$ cat src/rtl/block_loader_pkg.sv
`default_nettype none
// ============================================================================
//  Module      : block_loader_pkg
//  Description : Shared constants and state encoding for the 8x8 block loader.
//  Revision    : 1.0
// ============================================================================
package block_loader_pkg;

    localparam int ROW_BITS = 64;
    localparam int BLK_PIX  = 64;

    typedef enum logic [1:0] {
        LOAD  = 2'd0,
        START = 2'd1,
        SEND  = 2'd2
    } state_t;

endpackage
`default_nettype wire

$ cat src/rtl/block_loader_if.sv
`default_nettype none
// ============================================================================
//  Module      : block_loader_if
//  Description : Pixel-in / row-out bundle between the feeder and the loader.
//  Revision    : 1.0
// ============================================================================
interface block_loader_if;
    import block_loader_pkg::*;

    logic [7:0]          cur_pix;
    logic [7:0]          ref_in;
    logic                pix_valid;
    logic                pix_ready;
    logic [ROW_BITS-1:0] filter_pix;
    logic [ROW_BITS-1:0] ref_pix;
    logic                input_ready;
    logic                row_valid;
    logic [2:0]          row_idx;

    modport slave (
        input  cur_pix, ref_in, pix_valid,
        output pix_ready, filter_pix, ref_pix, input_ready, row_valid, row_idx
    );

    modport master (
        output cur_pix, ref_in, pix_valid,
        input  pix_ready, filter_pix, ref_pix, input_ready, row_valid, row_idx
    );
endinterface
`default_nettype wire

$ cat src/rtl/block_buf.sv
`default_nettype none
// ============================================================================
//  Module      : block_buf
//  Description : Byte register array with one write port and a whole-row read.
//  Revision    : 1.0
// ============================================================================
module block_buf #(
    parameter  int ROWS     = 8,
    parameter  int COLS     = 8,
    parameter  int PIX_BITS = 8,
    localparam int RW       = $clog2(ROWS),
    localparam int CW       = $clog2(COLS)
) (
    input  wire logic                     clk,
    input  wire logic                     we,
    input  wire logic [RW-1:0]            wr_row,
    input  wire logic [CW-1:0]            wr_col,
    input  wire logic [PIX_BITS-1:0]      wr_data,
    input  wire logic [RW-1:0]            rd_row,
    output logic      [COLS*PIX_BITS-1:0] rd_data
);

    logic [PIX_BITS-1:0] r_mem [ROWS][COLS];

    always_ff @(posedge clk) begin
        if (we) begin
            r_mem[wr_row][wr_col] <= wr_data;
        end
    end

    // Column c of the selected row lands in byte lane c of the row word.
    generate
        for (genvar c = 0; c < COLS; c++) begin : g_col
            assign rd_data[c*PIX_BITS +: PIX_BITS] = r_mem[rd_row][c];
        end
    endgenerate

endmodule
`default_nettype wire

$ cat src/rtl/block_loader.sv
`default_nettype none
// ============================================================================
//  Module      : block_loader
//  Description : Buffers a raster 8x8 cur/ref block pair, then streams 8 rows.
//  Revision    : 1.0
// ============================================================================
module block_loader
    import block_loader_pkg::*;
#(
    parameter int HEIGHT   = 8,
    parameter int WIDTH    = 8,
    parameter int PIX_BITS = 8
) (
    input  wire logic  clk,
    input  wire logic  reset,
    block_loader_if.slave bus
);

    state_t              r_state;
    logic [5:0]          r_beat;
    logic [2:0]          r_row;
    logic                r_input_ready;
    logic                r_row_valid;
    logic [ROW_BITS-1:0] r_filter_pix;
    logic [ROW_BITS-1:0] r_ref_pix;

    logic                w_accept;
    logic [2:0]          w_rd_row;
    logic [ROW_BITS-1:0] w_cur_row;
    logic [ROW_BITS-1:0] w_ref_row;

    assign w_accept = (r_state == LOAD) && bus.pix_valid;
    // Read address runs one row ahead of the presented row so the output regs
    // pick up the next row on the edge that advances the counter.
    assign w_rd_row = (r_state == START) ? 3'd0 : r_row + 3'd1;

    block_buf #(.ROWS(HEIGHT), .COLS(WIDTH), .PIX_BITS(PIX_BITS)) u_cur_buf (
        .clk     (clk),
        .we      (w_accept),
        .wr_row  (r_beat[5:3]),
        .wr_col  (r_beat[2:0]),
        .wr_data (bus.cur_pix),
        .rd_row  (w_rd_row),
        .rd_data (w_cur_row)
    );

    block_buf #(.ROWS(HEIGHT), .COLS(WIDTH), .PIX_BITS(PIX_BITS)) u_ref_buf (
        .clk     (clk),
        .we      (w_accept),
        .wr_row  (r_beat[5:3]),
        .wr_col  (r_beat[2:0]),
        .wr_data (bus.ref_in),
        .rd_row  (w_rd_row),
        .rd_data (w_ref_row)
    );

    always_ff @(posedge clk) begin
        if (reset) begin
            r_state       <= LOAD;
            r_beat        <= 6'd0;
            r_row         <= 3'd0;
            r_input_ready <= 1'b0;
            r_row_valid   <= 1'b0;
            r_filter_pix  <= '0;
            r_ref_pix     <= '0;
        end else begin
            r_input_ready <= 1'b0;
            case (r_state)
                LOAD: begin
                    r_row_valid <= 1'b0;
                    if (w_accept) begin
                        r_beat <= r_beat + 6'd1;
                        if (r_beat == 6'(BLK_PIX - 1)) begin
                            r_state       <= START;
                            r_input_ready <= 1'b1;
                        end
                    end
                end
                START: begin
                    r_state      <= SEND;
                    r_row        <= 3'd0;
                    r_row_valid  <= 1'b1;
                    r_filter_pix <= w_cur_row;
                    r_ref_pix    <= w_ref_row;
                end
                SEND: begin
                    if (r_row == 3'(HEIGHT - 1)) begin
                        r_state     <= LOAD;
                        r_row       <= 3'd0;
                        r_row_valid <= 1'b0;
                    end else begin
                        r_row        <= r_row + 3'd1;
                        r_filter_pix <= w_cur_row;
                        r_ref_pix    <= w_ref_row;
                    end
                end
                default: begin
                    r_state <= LOAD;
                end
            endcase
        end
    end

    assign bus.pix_ready   = (r_state == LOAD);
    assign bus.input_ready = r_input_ready;
    assign bus.row_valid   = r_row_valid;
    assign bus.row_idx     = r_row;
    assign bus.filter_pix  = r_filter_pix;
    assign bus.ref_pix     = r_ref_pix;

endmodule
`default_nettype wire
$ cat src/flat_wrapper.sv
// flat-port wrapper written by rule: the top's interface ports become plain ports
module block_loader_flat import block_loader_pkg::*;
#(
    parameter int HEIGHT   = 8,
    parameter int WIDTH    = 8,
    parameter int PIX_BITS = 8
)
  (clk, reset, bus_cur_pix, bus_ref_in, bus_pix_valid, bus_pix_ready, bus_filter_pix, bus_ref_pix, bus_input_ready, bus_row_valid, bus_row_idx);
  block_loader_if bus_i ();
  input  wire logic clk;
  input  wire logic reset;
  input wire logic [$bits(bus_i.cur_pix)-1:0] bus_cur_pix;
  input wire logic [$bits(bus_i.ref_in)-1:0] bus_ref_in;
  input wire logic [$bits(bus_i.pix_valid)-1:0] bus_pix_valid;
  output wire logic [$bits(bus_i.pix_ready)-1:0] bus_pix_ready;
  output wire logic [$bits(bus_i.filter_pix)-1:0] bus_filter_pix;
  output wire logic [$bits(bus_i.ref_pix)-1:0] bus_ref_pix;
  output wire logic [$bits(bus_i.input_ready)-1:0] bus_input_ready;
  output wire logic [$bits(bus_i.row_valid)-1:0] bus_row_valid;
  output wire logic [$bits(bus_i.row_idx)-1:0] bus_row_idx;
  assign bus_i.cur_pix = bus_cur_pix;
  assign bus_i.ref_in = bus_ref_in;
  assign bus_i.pix_valid = bus_pix_valid;
  assign bus_pix_ready = bus_i.pix_ready;
  assign bus_filter_pix = bus_i.filter_pix;
  assign bus_ref_pix = bus_i.ref_pix;
  assign bus_input_ready = bus_i.input_ready;
  assign bus_row_valid = bus_i.row_valid;
  assign bus_row_idx = bus_i.row_idx;
  block_loader #(.HEIGHT(HEIGHT), .WIDTH(WIDTH), .PIX_BITS(PIX_BITS)) u_core (.clk(clk), .reset(reset), .bus(bus_i));
endmodule
$ cat config.mk
export PLATFORM = sky130hd
export DESIGN_NAME = block_loader_flat
export DESIGN_NICKNAME = d
export VERILOG_FILES = /design/src/rtl/block_loader_pkg.sv /design/src/rtl/block_loader_if.sv /design/src/rtl/block_buf.sv /design/src/rtl/block_loader.sv /design/src/flat_wrapper.sv
export SDC_FILE = /design/constraint.sdc
export NUM_CORES = 1
export LEC_CHECK = 0
export ABC_AREA = 0
export ABC_CLOCK_PERIOD_IN_PS = 3540
export CORE_MARGIN = 2
export CORE_UTILIZATION = 55
export DETAILED_ROUTE_END_ITERATION = 8
export MAX_ROUTING_LAYER = met4
export PLACE_DENSITY = 0.73
export SLEW_MARGIN = 20
export SYNTH_ARGS = -nofsm -noshare
export SYNTH_HDL_FRONTEND = slang
export SYNTH_SLANG_ARGS = --single-unit
export TNS_END_PERCENT = 10
$ cat constraint.sdc
create_clock -name clk -period 3.54 [get_ports clk]
set_clock_uncertainty 0.1 [all_clocks]
set_input_delay 0.531 -clock clk [delete_from_list [all_inputs] [get_ports clk]]
set_output_delay 0.531 -clock clk [all_outputs]
set_load 0.05 [all_outputs]
== Yosys cells after proc, flatten, opt, wreduce, memory -nomap -nowiden ==
Memory sizes are Yosys's and may differ from the RTL's.
Cells that the tools add are included.

* Register bits after elaboration: 141
* Memory bits (writable): 1,024
* Input bits: 19
* Output and inout bits: 134
* Logic and storage cells: 52
* Memories kept: 2

* Add/subtract/negate cells: 2
* Magnitude comparators: 2
* Equality and inequality tests: 8
* Multiplexer cells: 18
* Bitwise operators: 3
* Reduce and logical (&&, ||, !) cells: 10

{| class="wikitable"
|+ Memories
! name !! words !! bits a word !! read ports !! clocked after Yosys merged registers in !! wr ports !! line !! text
|-
| u_core.u_cur_buf.r_mem || 8 || 64 || 1 || 0 || 1 || block_buf.sv:23 || <nowiki>logic [PIX_BITS-1:0] r_mem [ROWS][COLS];</nowiki>
|-
| u_core.u_ref_buf.r_mem || 8 || 64 || 1 || 0 || 1 || block_buf.sv:23 ||
|}

{| class="wikitable"
|+ Operator list
! cell !! count
|-
| case mux 64 bit (2 select lines) || 2
|-
| two-way mux 64 bit || 3
|-
| demux 8 bit (select 3 bit) || 1
|-
| two-way mux 8 bit || 1
|-
| adder 6 x 1 -> 6 bit, second input constant || 1
|-
| equality test 6 bit, second input constant || 1
|-
| two-way mux 2 bit || 3
|-
| two-way mux 3 bit || 2
|-
| inequality test 2 x 1 -> 1 bit, second input constant || 3
|-
| case mux 2 bit (3 select lines) || 1
|-
| case mux 3 bit (2 select lines) || 1
|-
| AND reduction 2 bit || 3
|-
| >= comparator 4 bit, second input constant || 1
|-
| < comparator 4 x 1 -> 1 bit, second input constant || 1
|-
| NOT 3 -> 4 bit || 1
|-
| adder 3 x 1 -> 3 bit, second input constant || 1
|-
| equality test 3 bit, second input constant || 1
|-
| two-way mux 1 bit || 3
|-
| case mux 1 bit (3 select lines) || 1
|-
| AND reduction 3 bit || 1
|-
| nonzero test 3 bit || 1
|-
| OR reduction 3 bit || 1
|-
| equality test 2 x 1 -> 1 bit, second input constant || 1
|-
| equality test 2 bit, second input constant || 1
|-
| other kinds (5) || 7
|}

== Logic depth before layout (Yosys ltp) ==
* Word-level depth: 6
* Mapped depth: 9
* Mapped depth without buffers: 6

== Cells and area by module ==
A second synthesis with hierarchy kept.

* Cell total of the unflattened synthesis: 2,297
* Area, all modules: 44,303.7 µm²

{| class="wikitable"
|+ Modules (own cells, without submodules)
! module !! instances !! cells each !! area each (µm²) !! seq. area each (µm²)
|-
| block_buf || 2 || 834 || 19,640.1 || 15,374.7
|-
| block_loader || 1 || 629 || 5,023.6 || 2,822.7
|}

== Least setup slack after synthesis ==
OpenSTA, ideal clock, no wires.

* Path type: register to register
* Start point: register u_core.r_state[0]
* End point: memory u_core.u_cur_buf.r_mem[0][0] in the netlist's numbering, enable pin
* Setup time: 0.389 ns
* Arrival time: 2.393 ns
* Required time: 3.051 ns
* Setup slack: 0.658 ns
* Cell stages (with the launch flop): 7
* Buffers on the path: 1
* Clock period less this slack: 2.882 ns
* Cell sequence: dfxtp_1 -> inv_1 -> ha_1 -> and3_1 -> clkbuf_1 -> nand3_1 -> nor2_1

* Longest elaborated chain between the ends: 4

{| class="wikitable"
|+ Ends and longest elaborated chain
! item !! line !! text
|-
| start: declaration || block_loader.sv:19 || <nowiki>state_t r_state;</nowiki>
|-
| start signal: assignment || block_loader.sv:59 || <nowiki>r_state <= LOAD;</nowiki>
|-
| start signal: assignment || block_loader.sv:74 || <nowiki>r_state <= START;</nowiki>
|-
| start signal: assignment || block_loader.sv:80 || <nowiki>r_state <= SEND;</nowiki>
|-
| zero test 2 bit || - ||
|-
| via bus_pix_ready || flat_wrapper.sv:15 || <nowiki>output wire logic [$bits(bus_i.pix_ready)-1:0] bus_pix_ready;</nowiki>
|-
| logical AND 1 bit || block_loader.sv:32 || <nowiki>assign w_accept = (r_state == LOAD) && bus.pix_valid;</nowiki>
|-
| two-way mux 1 bit || block_buf.sv:26 || <nowiki>if (we) begin</nowiki>
|-
| two-way mux 64 bit (implied by the code) || block_buf.sv:27 || <nowiki>r_mem[wr_row][wr_col] <= wr_data;</nowiki>
|-
| end: declaration || block_buf.sv:23 ||
|}

The timed path passes the listed nets, and every way through them passes these cells.

== Worst setup path after layout ==
* Start point: register u_core.r_state[1]
* End point: output port bus_pix_ready

* Longest elaborated chain between the ends: 1

{| class="wikitable"
|+ Ends and longest elaborated chain
! item !! line !! text
|-
| zero test 2 bit || block_loader.sv:104 || <nowiki>assign bus.pix_ready = (r_state == LOAD);</nowiki>
|-
| end: declaration || flat_wrapper.sv:15 ||
|}

Every way passes these cells.

==> results.yml <==
cts:
  clock_sinks: 1165
  clockBufferDepth: 3
  cts_root_buf: "clkbuf_16"
  clk_pin_slew_worst_paths_ns: 0.06
  cts.htree.levels: 3
  insertion_delay_ns: 0.68
  tritoncts: "done"
  cts-resized-gates: 0
  cts_setup_buffers: 0
  hold_buffers: 0
  numCtsBuffers: 111
placement:
  gp_congestion: 0.7958
  port_buffers: 152
  dpl.cell_count: 3604
  dp_hpwl_um: 59680
run:
  maxCapViolations: 0
run_status:
  status: "complete, no violations"
floorplanning:
  fp.dieW_um: 290
  coreArea_um2: 80810
  num_rows: 104
  start_util: 0.5567
  die_area_um2: 84100
  io_pins: 153
  die_h_um: 290
sta:
  whs_ns: 0.2813
  fin_crit_ns: 3.048
  max_freq_ghz: 0.3281
  tns_ns: 0
  setup_viol: 0
  hold_viol: 0
  worstMarginPinSlew_ns: 0.9827
  slew_viol_final: 0
  rsz0062_at_grt: "no"
  slew_headroom: 0.3449
  finalCritPeriodShare: 0.8610
pwr:
  vdd_drop_max_mv: 0.4240
  power_mw: 27.56
  leakage_nw: 15.83
  p_per_area_nw_per_um2: 532.8
critical_path:
  critPathRequiredTime_ns: 2.91
  cp.arrival_ns: 2.42
  r2r_cells: 6
  path_class: "flip-flop to output pin"
  setup.worst_path.start_class: "flip-flop"
  path_max_fanout: 6
  end_kind: "output pin"
global_route:
  grt_pass1_wl_um: 159400
  grt_usage: 0.2619
  antenna_found_initial: 3
  overflow: 0
  grt_pass1_vias: 24256
  grt_max_degree: 125
cells_and_area:
  drive_above_1_share: 0.2261
  fin_nets: 2684
  final_cells: 3819
  synthToLayoutAreaGrowth_pct: 15.00
logic_synthesis:
  synth_seq_area_share: 0.7462
  synth_area_um2: 44990
  synth_fp_nets: 2461
  synth_area_per_cell_um2: 18.48
  synth-warning-count: 0
  ys_seq_elements: 1165
  synthDistinctLibCells: 44
  synthCells: 2434
hold_path:
  min_path_type: "input port to flip-flop"
  whs_path_depth: 1
routing:
  wirelength_um: 107700
  wire_per_inst_um: 28.19
  drc: 0
  vias: 24125
  drtIter0Drc: 2762
  ant_nets: 0
  dr.pass1.iters: 7
  vias_per_cell: 6.317
## cells in the final DEF, fill, tap and decap left out, types with 5 or more instances in the layout
cell type,n
edfxtp_1,1024
nor2_1,329
mux2i_1,188
dfxtp_1,140
clkdlybuf4s50_1,135
mux4_2,128
buf_4,112
clkbuf_16,111
a221oi_1,80
nand2b_1,66
nor4_2,66
nor4_1,62
o2bb2ai_2,50
a221oi_2,48
clkinv_2,32
clkbuf_1,23
bufinv_16,17
o2bb2ai_1,15
buf_12,15
nand2_1,12
buf_2,12
clkinv_1,11
nand3_1,9
ha_1,7
clkbuf_8,6
inv_6,5
a21oi_1,5
xor2_1,5
## per-layer routing
| metal | wire (um) | global-route usage |
|---|---|---|
| met1 | 44100 | 0.3642 |
| met2 | 52750 | 0.4088 |
| met3 | 8281 | 0.03906 |
| met4 | 2533 | 0.07406 |
| met5 | 0 | - |
## per-stage QoR
| step | util | setup WS [ns] | instance area (um^2) |
|---|---|---|---|
| CTS | 0.6401 | 0.4110 | 51720 |
| detailed placement | 0.5933 | 0.5404 | 47940 |
| floorplan | - | 0.6581 | 44990 |
| global placement | 0.5933 | 0.5379 | 47940 |
| finish | 0.6402 | 0.4920 | 51730 |
| global route | 0.6402 | 0.3436 | 51730 |
## cells in the mapped netlist (all sizes together)
| cell | instances | area (um^2) |
|---|---|---|
| nor4 | 128 | 1214 |
| nor2b | 2 | 12.51 |
| nand4 | 1 | 6.260 |
| and3 | 1 | 6.260 |
| nand2b | 66 | 412.9 |
| a21oi | 5 | 25.02 |
| or3 | 2 | 12.51 |
| edfxtp | 1024 | 30750 |
| o21ai | 4 | 31.28 |
| mux2i | 188 | 1882 |
| o221ai | 4 | 35.03 |
| nor2 | 329 | 1235 |
| clkbuf | 45 | 168.9 |
| and2b | 2 | 17.52 |
| dfxtp | 141 | 2823 |
| o21a | 1 | 7.510 |
| and2 | 2 | 15.02 |
| nand3b | 2 | 15.01 |
| nor4b | 1 | 8.760 |
| o2bb2ai | 65 | 882.1 |
| nand3 | 10 | 50.05 |
| or3b | 2 | 17.52 |
| a221oi | 128 | 1421 |
| ha | 8 | 100.1 |
| and4 | 1 | 8.760 |
| mux4 | 128 | 2883 |
| xor2 | 5 | 43.79 |
| mux2 | 1 | 11.26 |
| inv | 5 | 18.76 |
| nor3 | 1 | 10.01 |
| nand2 | 12 | 45.04 |
| buf | 120 | 819.5 |
## worst max-delay path, stage by stage, from the launching register on
cell	delay, ns
dfxtp_1	0.35
inv_1	0.13
ha_1	0.38
clkdlybuf4s50_1	0.89
## sequential cells by signal, summed over array words and instances (netlist names)
signal / cells
u_core.bus.filter_pix: 64
u_core.bus.input_ready: 1
u_core.bus.ref_pix: 64
u_core.bus.row_idx: 3
u_core.bus.row_valid: 1
u_core.r_beat: 6
u_core.r_state: 2
u_core.u_cur_buf.r_mem: 512
u_core.u_ref_buf.r_mem: 512
## final cells by class
class / count / area [um^2]
antenna: 3 / 7.507
timing repair buffer: 275 / 2564
fill: 5384 / 29070
clock inverter: 72 / 838.3
clock buffer: 140 / 2947
inverter: 5 / 23.77
sequential: 1165 / 33580
tap: 1060 / 1326
multi-input combinational: 1099 / 10450
## worst paths after layout
check,start,endpoint,slack (ns)
max,u_core.r_state[1],bus_pix_ready,0.49
min,bus_ref_in[3],u_core.u_ref_buf.r_mem[3][51],0.28
max reg2reg,u_core.bus.row_idx[0],u_core.bus.filter_pix[51],0.57
min reg2reg,u_core.bus.row_valid,u_core.bus.row_valid,0.39
## cells by family (layout without fill, tap and decap cells)
group           after synthesis  count (layout)  synth area share
xor+xnor                      5               5         0.0009734
compound gates              207             207           0.05340
mux                         317             317            0.1062
simple gates                562             562           0.06861
flops                      1165            1165            0.7462
other cells                   0               3                 0
fa+ha+maj                     8               8          0.002225
buf+inv                     170             492           0.02239
## report_power, final
group          internal, mW  total [mW]  switching (mW)  leakage [nW]
registers              15.0        15.0          0.0157          10.3
clock network          7.16        12.2            5.07          1.87
logic                0.0416       0.360           0.318          3.61
total                  22.2        27.6            5.40          15.8
Note: power is estimated with default switching activity, not from simulation.
